===== src/rtl/axis_pkt_gen.sv =====
// AXI-stream packet generator: LFSR or counting payload, programmable packet
// length, packet count, inter-packet gap and round-robin channel ID, with full
// valid/ready backpressure.
module axis_pkt_gen #(
    parameter int unsigned   DATAW   = 64,
    parameter int unsigned   MAX_LEN = 256,
    parameter int unsigned   NUM_CH  = 4,
    parameter logic [63:0]   SEED    = 64'hFEDCBA9876543210,
    localparam int unsigned  LENW    = $clog2(MAX_LEN + 1),
    localparam int unsigned  IDW     = (NUM_CH > 1) ? $clog2(NUM_CH) : 1
) (
    input  logic             clk,
    input  logic             s_rst_n,
    input  logic             start,
    input  logic             stop,
    input  logic             cfg_mode,
    input  logic [LENW-1:0]  cfg_len,
    input  logic [15:0]      cfg_npkt,
    input  logic [7:0]       cfg_gap,
    output logic [DATAW-1:0] m_data,
    output logic             m_vld,
    input  logic             m_rdy,
    output logic             m_last,
    output logic [IDW-1:0]   m_id,
    output logic             busy,
    output logic             done,
    output logic [15:0]      pkt_cnt
);

    typedef enum logic [1:0] {
        ST_IDLE = 2'd0,
        ST_RUN  = 2'd1,
        ST_GAP  = 2'd2
    } state_t;

    state_t          state;
    logic [63:0]     src;
    logic            mode_r;
    logic [LENW-1:0] len_r;
    logic [LENW-1:0] beat_idx;
    logic [15:0]     npkt_r;
    logic [7:0]      gap_r;
    logic [7:0]      gap_cnt;
    logic            stop_pend;

    logic [LENW-1:0] len_eff_c;
    logic [63:0]     src_nxt_c;
    logic [IDW-1:0]  id_nxt_c;
    logic [15:0]     pkt_inc_c;
    logic [LENW-1:0] idx_inc_c;
    logic            next_last_c;
    logic            beat_acc_c;
    logic            run_end_c;
    logic            finish_c;

    // Clamp requested length into 1..MAX_LEN
    always_comb begin
        len_eff_c = cfg_len;
        if (cfg_len == '0) begin
            len_eff_c = LENW'(1);
        end else if (cfg_len > LENW'(MAX_LEN)) begin
            len_eff_c = LENW'(MAX_LEN);
        end
    end

    // Next payload word, next channel and per-beat bookkeeping
    always_comb begin
        src_nxt_c   = mode_r ? (src + 64'd1)
                             : {src[62:0], src[63] ^ src[62] ^ src[60] ^ src[59]};
        id_nxt_c    = (m_id == IDW'(NUM_CH - 1)) ? '0 : (m_id + IDW'(1));
        pkt_inc_c   = pkt_cnt + 16'd1;
        idx_inc_c   = beat_idx + LENW'(1);
        next_last_c = (idx_inc_c == (len_r - LENW'(1)));
        beat_acc_c  = m_vld & m_rdy;
        run_end_c   = ((npkt_r != 16'd0) && (pkt_inc_c == npkt_r)) || stop_pend || stop;
        finish_c    = ((state == ST_RUN) && beat_acc_c && m_last && run_end_c) ||
                      ((state == ST_GAP) && (stop_pend || stop));
    end

    // Run control, payload generation and registered stream outputs
    always_ff @(posedge clk or negedge s_rst_n) begin
        if (!s_rst_n) begin
            state     <= ST_IDLE;
            src       <= SEED;
            mode_r    <= 1'b0;
            len_r     <= LENW'(1);
            beat_idx  <= '0;
            npkt_r    <= '0;
            gap_r     <= '0;
            gap_cnt   <= '0;
            stop_pend <= 1'b0;
            m_data    <= '0;
            m_vld     <= 1'b0;
            m_last    <= 1'b0;
            m_id      <= '0;
            busy      <= 1'b0;
            done      <= 1'b0;
            pkt_cnt   <= '0;
        end else begin
            done <= 1'b0;
            case (state)
                ST_IDLE: begin
                    // stop in IDLE (including alongside start) is discarded
                    if (start) begin
                        mode_r    <= cfg_mode;
                        len_r     <= len_eff_c;
                        npkt_r    <= cfg_npkt;
                        gap_r     <= cfg_gap;
                        stop_pend <= 1'b0;
                        src       <= cfg_mode ? 64'd0 : SEED;
                        m_data    <= cfg_mode ? '0 : SEED[DATAW-1:0];
                        m_vld     <= 1'b1;
                        m_last    <= (len_eff_c == LENW'(1));
                        m_id      <= '0;
                        beat_idx  <= '0;
                        pkt_cnt   <= '0;
                        busy      <= 1'b1;
                        state     <= ST_RUN;
                    end
                end
                ST_RUN: begin
                    if (stop) begin
                        stop_pend <= 1'b1;
                    end
                    if (beat_acc_c) begin
                        src    <= src_nxt_c;
                        m_data <= src_nxt_c[DATAW-1:0];
                        if (!m_last) begin
                            beat_idx <= idx_inc_c;
                            m_last   <= next_last_c;
                        end else begin
                            pkt_cnt  <= pkt_inc_c;
                            beat_idx <= '0;
                            m_id     <= id_nxt_c;
                            if (gap_r == 8'd0) begin
                                m_last <= (len_r == LENW'(1));
                            end else begin
                                m_vld   <= 1'b0;
                                m_last  <= 1'b0;
                                gap_cnt <= gap_r - 8'd1;
                                state   <= ST_GAP;
                            end
                        end
                    end
                end
                ST_GAP: begin
                    if (gap_cnt == 8'd0) begin
                        m_vld  <= 1'b1;
                        m_last <= (len_r == LENW'(1));
                        state  <= ST_RUN;
                    end else begin
                        gap_cnt <= gap_cnt - 8'd1;
                    end
                end
                default: state <= ST_IDLE;
            endcase

            // End of run overrides the per-state updates above
            if (finish_c) begin
                state     <= ST_IDLE;
                done      <= 1'b1;
                busy      <= 1'b0;
                m_vld     <= 1'b0;
                m_last    <= 1'b0;
                m_id      <= '0;
                m_data    <= '0;
                beat_idx  <= '0;
                stop_pend <= 1'b0;
                src       <= mode_r ? 64'd0 : SEED;
            end
        end
    end

endmodule


===== config.mk =====
export PLATFORM = sky130hd
export DESIGN_NAME = axis_pkt_gen
export DESIGN_NICKNAME = d
export VERILOG_FILES = /design/src/rtl/axis_pkt_gen.sv
export SDC_FILE = /design/constraint.sdc
export NUM_CORES = 1
export LEC_CHECK = 0
export ABC_AREA = 1
export CAP_MARGIN = 30
export CORE_MARGIN = 5
export CORE_UTILIZATION = 30
export DETAILED_ROUTE_END_ITERATION = 8
export HOLD_SLACK_MARGIN = 0.1
export PLACE_DENSITY = 0.49
export SLEW_MARGIN = 20
export SYNTH_ARGS = -nofsm -noshare
export SYNTH_HDL_FRONTEND = slang
export SYNTH_SLANG_ARGS = --single-unit

===== constraint.sdc =====
create_clock -name clk -period 4.29 [get_ports clk]
set_input_delay 0.858 -clock clk [delete_from_list [all_inputs] [get_ports clk]]
set_output_delay 0.858 -clock clk [all_outputs]
set_load 0.01 [all_outputs]

======== After elaboration in Yosys (flattened, before gate mapping) ========
Cells that the tools add are included.
word-level totals
  bits in registers ....................... 204
  input port bits ......................... 39
  output and inout bits ................... 86
  logic and storage cells ................. 134
cells by class
  add/subtract/negate cells ............... 7
  magnitude comparators ................... 1
  equal/unequal tests ..................... 18
  muxes and demuxes ....................... 58
  bitwise logic cells ..................... 4
  reduce and logical (&&, ||, !) cells .... 30
operator list
  cell                     number
  $mux W64                 7
  $pmux W64 S2             1
  $add A64 B1 Y64 const B  1
  $mux W9                  6
  $mux W16                 3
  $mux W8                  4
  $pmux W16 S2             1
  $mux W2                  11
  $eq A9 B1 Y1 const B     2
  $mux W1                  18
  $pmux W9 S2              1
  $add A16 B1 Y16 const B  1
  $eq A16 B16 Y1           1
  $logic_not A8 Y1         2
  $pmux W8 S2              1
  $reduce_bool A16 Y1      1
  $sub A8 B1 Y8 const B    2
  $ne A3 B3 Y1 const B     5
  $reduce_and A4 Y1        3
  $ne A2 B2 Y1 const B     5
  $reduce_and A5 Y1        2
  $add A9 B1 Y9 const B    1
  $eq A9 B9 Y1             1
  $gt A9 B9 Y1 const B     1
  other kinds (21)         37

======== Logic depth before layout (Yosys ltp) ========
  depth in word-level cells ............... 9
  gate-level depth with buffers ........... 20
  mapped depth without buffers ............ 19

======== Worst setup path before layout ========
No wires, ideal clock.
  path kind ............................... flip-flop to flip-flop
  start ................................... register pkt_cnt[0]
  end ..................................... register beat_idx[8]
  setup time .............................. 0.137 ns
  arrival time ............................ 2.146 ns
  required time ........................... 4.153 ns
  slack ................................... 2.007 ns
  cell stages (with the launch flop) ...... 20
  path buffers ............................ 2
  clock period less this slack ............ 2.283 ns
  path through ............................ dfrtp_1 -> ha_1 -> nand2_1 -> inv_1 -> nand2_1 -> nand2_1 -> nand2_1 -> nand2_1 -> nor2_1 -> nand2_1 -> inv_1 -> nand2_1 -> nor2_1 -> nand3_1 -> nand2_2 -> nand2_4 -> nand2_4 -> buf_6 -> buf_4 -> o22ai_1
between the ends
  word-level cells in the longest chain between the ends .. 9
  elaborated cells on any way between the ends .. 12
  those cells by class .................... 1 x add/sub; 3 x eq/ne; 1 x mux; 7 x reduce/logical
ends and longest elaborated chain
  element                                                              RTL line  source
  start: declaration                                                   27        output logic [15:0] pkt_cnt
  start signal: assignment                                             132       pkt_cnt <= pkt_inc_c;
  $add A16 B1 Y16 (*)                                                  71        pkt_inc_c = pkt_cnt + 16'd1;
  $eq A16 B16 Y1 (*)                                                   75        run_end_c = ((npkt_r != 16'd0) && (pkt_inc_c == npkt_r)) || stop_pend || stop;
  $logic_and A1 B1 Y1 (*)                                              75
  $logic_or A1 B1 Y1 (*) (2 in series)                                 75
  $logic_and A1 B1 Y1 (*)                                              76        finish_c = ((state == ST_RUN) && beat_acc_c && m_last && run_end_c) ||
  $logic_or A1 B1 Y1 (*)                                               76
  $ne A3 B3 Y1 (no source line) or $reduce_bool A3 Y1 (tied branches)  n/a
  $reduce_and A3 Y1 (no source line)                                   n/a
  end signal: assignment                                               129       beat_idx <= idx_inc_c;
  end: declaration                                                     40        logic [LENW-1:0] beat_idx;
Every way passes the cells marked *; elsewhere a longest branch is shown, timed or not.
A chain may end at the register's enable or synchronous reset.

======== Final worst setup path ========
  start ................................... register pkt_cnt[0]
  end ..................................... register m_id[1]
between the ends
  word-level cells in the longest chain between the ends .. 9
  elaborated cells on any way between the ends .. 13
  those cells by class .................... 1 x add/sub; 4 x eq/ne; 1 x mux; 7 x reduce/logical
ends and longest elaborated chain
  element                                                              RTL line  source
  $add A16 B1 Y16 (*)                                                  71
  $eq A16 B16 Y1 (*)                                                   75
  $logic_and A1 B1 Y1 (*)                                              75
  $logic_or A1 B1 Y1 (*) (2 in series)                                 75
  $logic_and A1 B1 Y1 (*)                                              76
  $logic_or A1 B1 Y1 (*)                                               76
  $ne A3 B3 Y1 (no source line) or $reduce_bool A3 Y1 (tied branches)  n/a
  $reduce_and A4 Y1 (no source line)                                   n/a
  end signal: assignment                                               134       m_id <= id_nxt_c;
  end: declaration                                                     24        output logic [IDW-1:0] m_id,
Marked as above.

==> flow_results.org <==
** Drt
- Overall routed net length :: 40000 microns
- Average wire length per cell after detail routing :: 17.7 microns
- Initial detailed-routing violation count :: 800
- Via count :: 11100
- Vias per cell :: 4.92
- Count of antenna-violating nets left after detailed routing :: 0
- The first detailed-routing pass ran for 5 iterations.
- Drt drc :: 0

** STA
- The final count of hold timing violations is 0.
- Derived from the worst setup path, the maximum achievable clock frequency is 304 MHz.
- Setup repair after global routing left no endpoint under its margin.
- Across the routed clock network, the largest skew measured is 10.9 ps.
- Final worst path period share :: 0.766
- Setup violations remaining at the end of the flow were counted as 0.
- The final max-slew violation count is 0.
- Relative slew slack :: 0.335
- Setup total negative slack on the finished layout was measured at 0 ps.
- The routed design could run at a clock period as short as 3290 ps.
- Tightest Pin Transition :: 996 ps
- Final WS setup :: 1000 ps
- On the final layout, the worst hold slack is 482 ps.

** GRT
- In this run the most used layer during global routing was met2.
- In the global route stage, met3 resource usage came out at 0.0350.
- For met2 alone, demand over resource in global routing was 0.316.
- GRT Util Overall :: 0.191
- The total overflow left after global routing is 0.
- Vias in the first global route :: 10800
- The initial antenna violation count was 1.
- Entering global routing, the biggest net connects 85 pins.
- For this run, global-route usage on met1 was measured as 0.265.
- Wire length of the first global-routing pass :: 62800 microns

** Synthesis
- Area fraction in compound gates after synthesis :: 0.134
- Multiplexer area fraction after synthesis :: 0.000882
- A synthesized cell averages 6.80 sq um.
- XOR/XNOR share of the synthesized area :: 0.0378
- Post-Syn Area :: 11300 sq um
- After synthesis, the share of flip-flops with an asynchronous set or reset is 1.00.
- Of the total synthesized cell area, the portion taken by AND, OR, NAND and NOR gates is 0.327.
- The Yosys step of the flow raised 0 warnings.
- Synthesis inferred 172 register bits.
- Of the post-synthesis cell area, the dominant cell type holds 0.306.
- Summed over all instances, the cell type with the most area after synthesis is sky130_fd_sc_hd__dfrtp_1.
- Among all flip-flop cells after synthesis, the most frequent one is sky130_fd_sc_hd__dfrtp_1.
- Synthesis produced a netlist whose cell count is 1670.
- Of the total synthesized cell area, the portion taken by full adders, half adders and majority gates is 0.0130.
- In this run, synthesis inferred 0 flip-flops with an integrated enable.
- By area, the combinational part of the netlist is dominated by simple AND/OR/NAND/NOR gates.
- Counting every net in the synthesized netlist gives 1720.
- Seq/Total Area, Yosys :: 0.383
- The synthesized netlist contains 40 unique library cells.
- Top area cells in the synthesized netlist :: sky130_fd_sc_hd__dfrtp_1, sky130_fd_sc_hd__nand2_1, sky130_fd_sc_hd__dfstp_2, sky130_fd_sc_hd__inv_1, sky130_fd_sc_hd__nand3_1

** Setup path
- For flop-to-flop paths, the worst setup slack is 1000 ps.
- The critical path ends at m_id[1].
- Measured in cells, the most critical reg-to-reg path has a length of 20.
- Worst reg2reg path endpoint :: m_id[1]
- Reg2Reg Launch Point :: pkt_cnt[0]
- Levels on crit path :: 20
- The largest single stage delay on the critical path is 470 ps.
- STA puts the critical path data arrival time at 3610 ps.
- Cell seen most often among critical-path stages :: sky130_fd_sc_hd__nand2_1
- Setup crit start kind :: register
- Category of the most critical setup path :: register to register
- Library cell contributing the largest single delay on the critical path :: sky130_fd_sc_hd__dfrtp_1
- Worst-path fanout max :: 46
- Ordered cell list for the critical path :: ha_1, nand2_1, inv_1, nand2_1, nand2_1, nand2_1, nand2_1, nor2_1, nand2_1, inv_1, nand2_1, nor2_1, nand3_1, nand2_2, nand2_4, nand2_4, buf_4, nand2_1, nand2_1, o21ai_1
- Crit path required time :: 4610 ps
- Number of buffer and inverter stages on the critical path :: 3
- STA classifies the critical path endpoint as a register.
- Delay-heaviest family, CP :: simple AND/OR/NAND/NOR gates
- Critical path launch point :: pkt_cnt[0]

** Clock network
- Clock H-tree levels :: 4
- At the later pin of the worst-skew pair, clock insertion delay measures 450 ps.
- Largest buffer count on any clock path :: 2
- Clock tree synthesis inserted a total of 17 buffers.
- Setup Buffers After CTS :: 0
- Hold_buf cts :: 0
- CTS root buf :: sky130_fd_sc_hd__clkbuf_16
- TritonCTS clock tree :: built
- After clock tree synthesis, the clock-pin slew on the worst setup and hold paths is 80 ps.
- Post-CTS sizing :: 0
- CTS sink cnt :: 172

** Finish
- The finished cells cover 13400 sq um.
- The number of antenna diodes in the final layout is 0.
- The final layout contains 1789 nets.
- Area of the multi-input gates :: 5820 sq um
- Leaving out fill and tap cells, the most frequent cell in the layout is sky130_fd_sc_hd__nand2_1.
- Fill cells in the final layout number 4136.
- From synthesis to final layout, the design area changed by 18.5%.
- The library cells used most frequently in the layout, excluding fill and tap cells, are sky130_fd_sc_hd__nand2_1, sky130_fd_sc_hd__inv_1, sky130_fd_sc_hd__nor2_1.
- Ratio of cells with drive above 1 in the final layout :: 0.0599
- Sequential standard cell area :: 4350 sq um

** Pwr
- The analysis attributes to cell leakage a power of 5.76 nW.
- Worst vdd ir :: 550 uV
- Power density relative to cell area :: 711 nW/um^2

** Placed design
- Gpl congestion :: 0.933
- Post-detailed-placement cell area :: 12900 sq um
- Detailed placement finished with a half-perimeter wire length of 30000 microns.
- Dpl ws :: 963 ps
- Port Buf Inserts :: 124

** Die
- In this run the count of I/O pins placed on the die edge is 125.
- The initial utilization of the core area, before any placement, comes to 0.303.
- From bottom edge to top edge, the die measures 205 microns.
- After floorplanning, the core was sized to cover 37500 sq um.
- Die Outline Area :: 41800 sq um
- The die is 205 microns wide.
- In this run the core area contains 71 standard-cell rows.

** Min path
- The min-delay analysis places its worst path in the category register to register.
- Count of cells along the worst hold path :: 2

** Job
- Across the run, the number of max-cap violations was 0.

** Outcome
- The flow ran to the end, and the final reports show no timing, DRC or antenna violations.
registers in the layout, summed over array words and instances (netlist names):
register and count:
m_vld 1, src 32, len_r 9, done 1
mode_r 1, gap_r 8, pkt_cnt 16, state 2
busy 1, npkt_r 16, gap_cnt 8, m_data 64
stop_pend 1, m_last 1, m_id 2, beat_idx 9
area by class of cell:
class                      count  area share
inverter                     183      0.0511
clock inverter                14      0.0104
tap                          511      0.0475
sequential                   172       0.323
clock buffer                  18      0.0319
timing repair buffer         140       0.103
multi-input combinational   1225       0.433
Yosys cell counts, types with 3 or more instances:
master / n
sky130_fd_sc_hd__nand2_1: 496
sky130_fd_sc_hd__xor2_1: 39
sky130_fd_sc_hd__clkinv_1: 3
sky130_fd_sc_hd__buf_1: 6
sky130_fd_sc_hd__nand4_1: 46
sky130_fd_sc_hd__dfstp_2: 33
sky130_fd_sc_hd__o21ai_0: 120
sky130_fd_sc_hd__nor2_1: 143
sky130_fd_sc_hd__nand3_1: 123
sky130_fd_sc_hd__nor2_2: 4
sky130_fd_sc_hd__nor2_4: 3
sky130_fd_sc_hd__a21oi_1: 74
sky130_fd_sc_hd__xnor2_1: 10
sky130_fd_sc_hd__buf_4: 35
sky130_fd_sc_hd__clkbuf_1: 27
sky130_fd_sc_hd__buf_2: 21
sky130_fd_sc_hd__o22ai_1: 44
sky130_fd_sc_hd__inv_1: 176
sky130_fd_sc_hd__o21ai_1: 40
sky130_fd_sc_hd__nand3b_1: 3
sky130_fd_sc_hd__ha_1: 11
sky130_fd_sc_hd__nand2_2: 3
sky130_fd_sc_hd__dfrtp_1: 139
sky130_fd_sc_hd__inv_2: 4
sky130_fd_sc_hd__nor4_1: 9
sky130_fd_sc_hd__nor3_1: 36
sky130_fd_sc_hd__or2_2: 5
routing by layer:
layer,part of all wire,vias to the layer above
li1,-,5571
met1,0.47,5302
met2,0.47,250
met3,0.052,18
met4,0.0082,0
met5,0,-
where the power goes:
group / switching (W) / internal [W] / total [W]
clock: 0.000745 / 0.000813 / 0.00156
combinational: 0.00300 / 0.00180 / 0.00481
sequential: 0.000763 / 0.00243 / 0.00319
total: 0.00451 / 0.00504 / 0.00956
cells by family (layout without fill, tap and decap cells):
| group | Yosys count | count (layout) |
|---|---|---|
| compound gates | 287 | 287 |
| xor+xnor | 49 | 49 |
| fa+ha+maj | 12 | 12 |
| buf+inv | 273 | 355 |
| flops | 172 | 172 |
| mux | 1 | 1 |
| simple gates | 876 | 876 |
worst min path at each step:
stage / from / to / slack [ps]
6_report: m_data[62] / m_data[62] / 480
5_1_grt: m_data[62] / m_data[62] / 500
4_1_cts: m_data[62] / m_data[62] / 490
3_5_place_dp: m_data[62] / m_data[62] / 470
3_3_place_gp: m_data[62] / m_data[62] / 470
2_1_floorplan: gap_cnt[6] / gap_cnt[6] / 450
through the flow:
step | std cells | utilization | total power (W)
global route | 2263 | 0.359 | 0.0104
global placement | 2231 | 0.344 | 0.00802
CTS | 2263 | 0.359 | 0.00967
detailed placement | 2231 | 0.344 | 0.00807
finish | 2263 | 0.359 | 0.00956
floorplan | 1670 | - | 0.00637
tightest hold or removal path: cells and delay by family, from the launching register on:
kind / cells / cell delay, ps
AOI/OAI and AO/OA: 1 / 50
DFF: 1 / 340
and+or+nand+nor: 1 / 50
(Power assumes the default switching activity.)
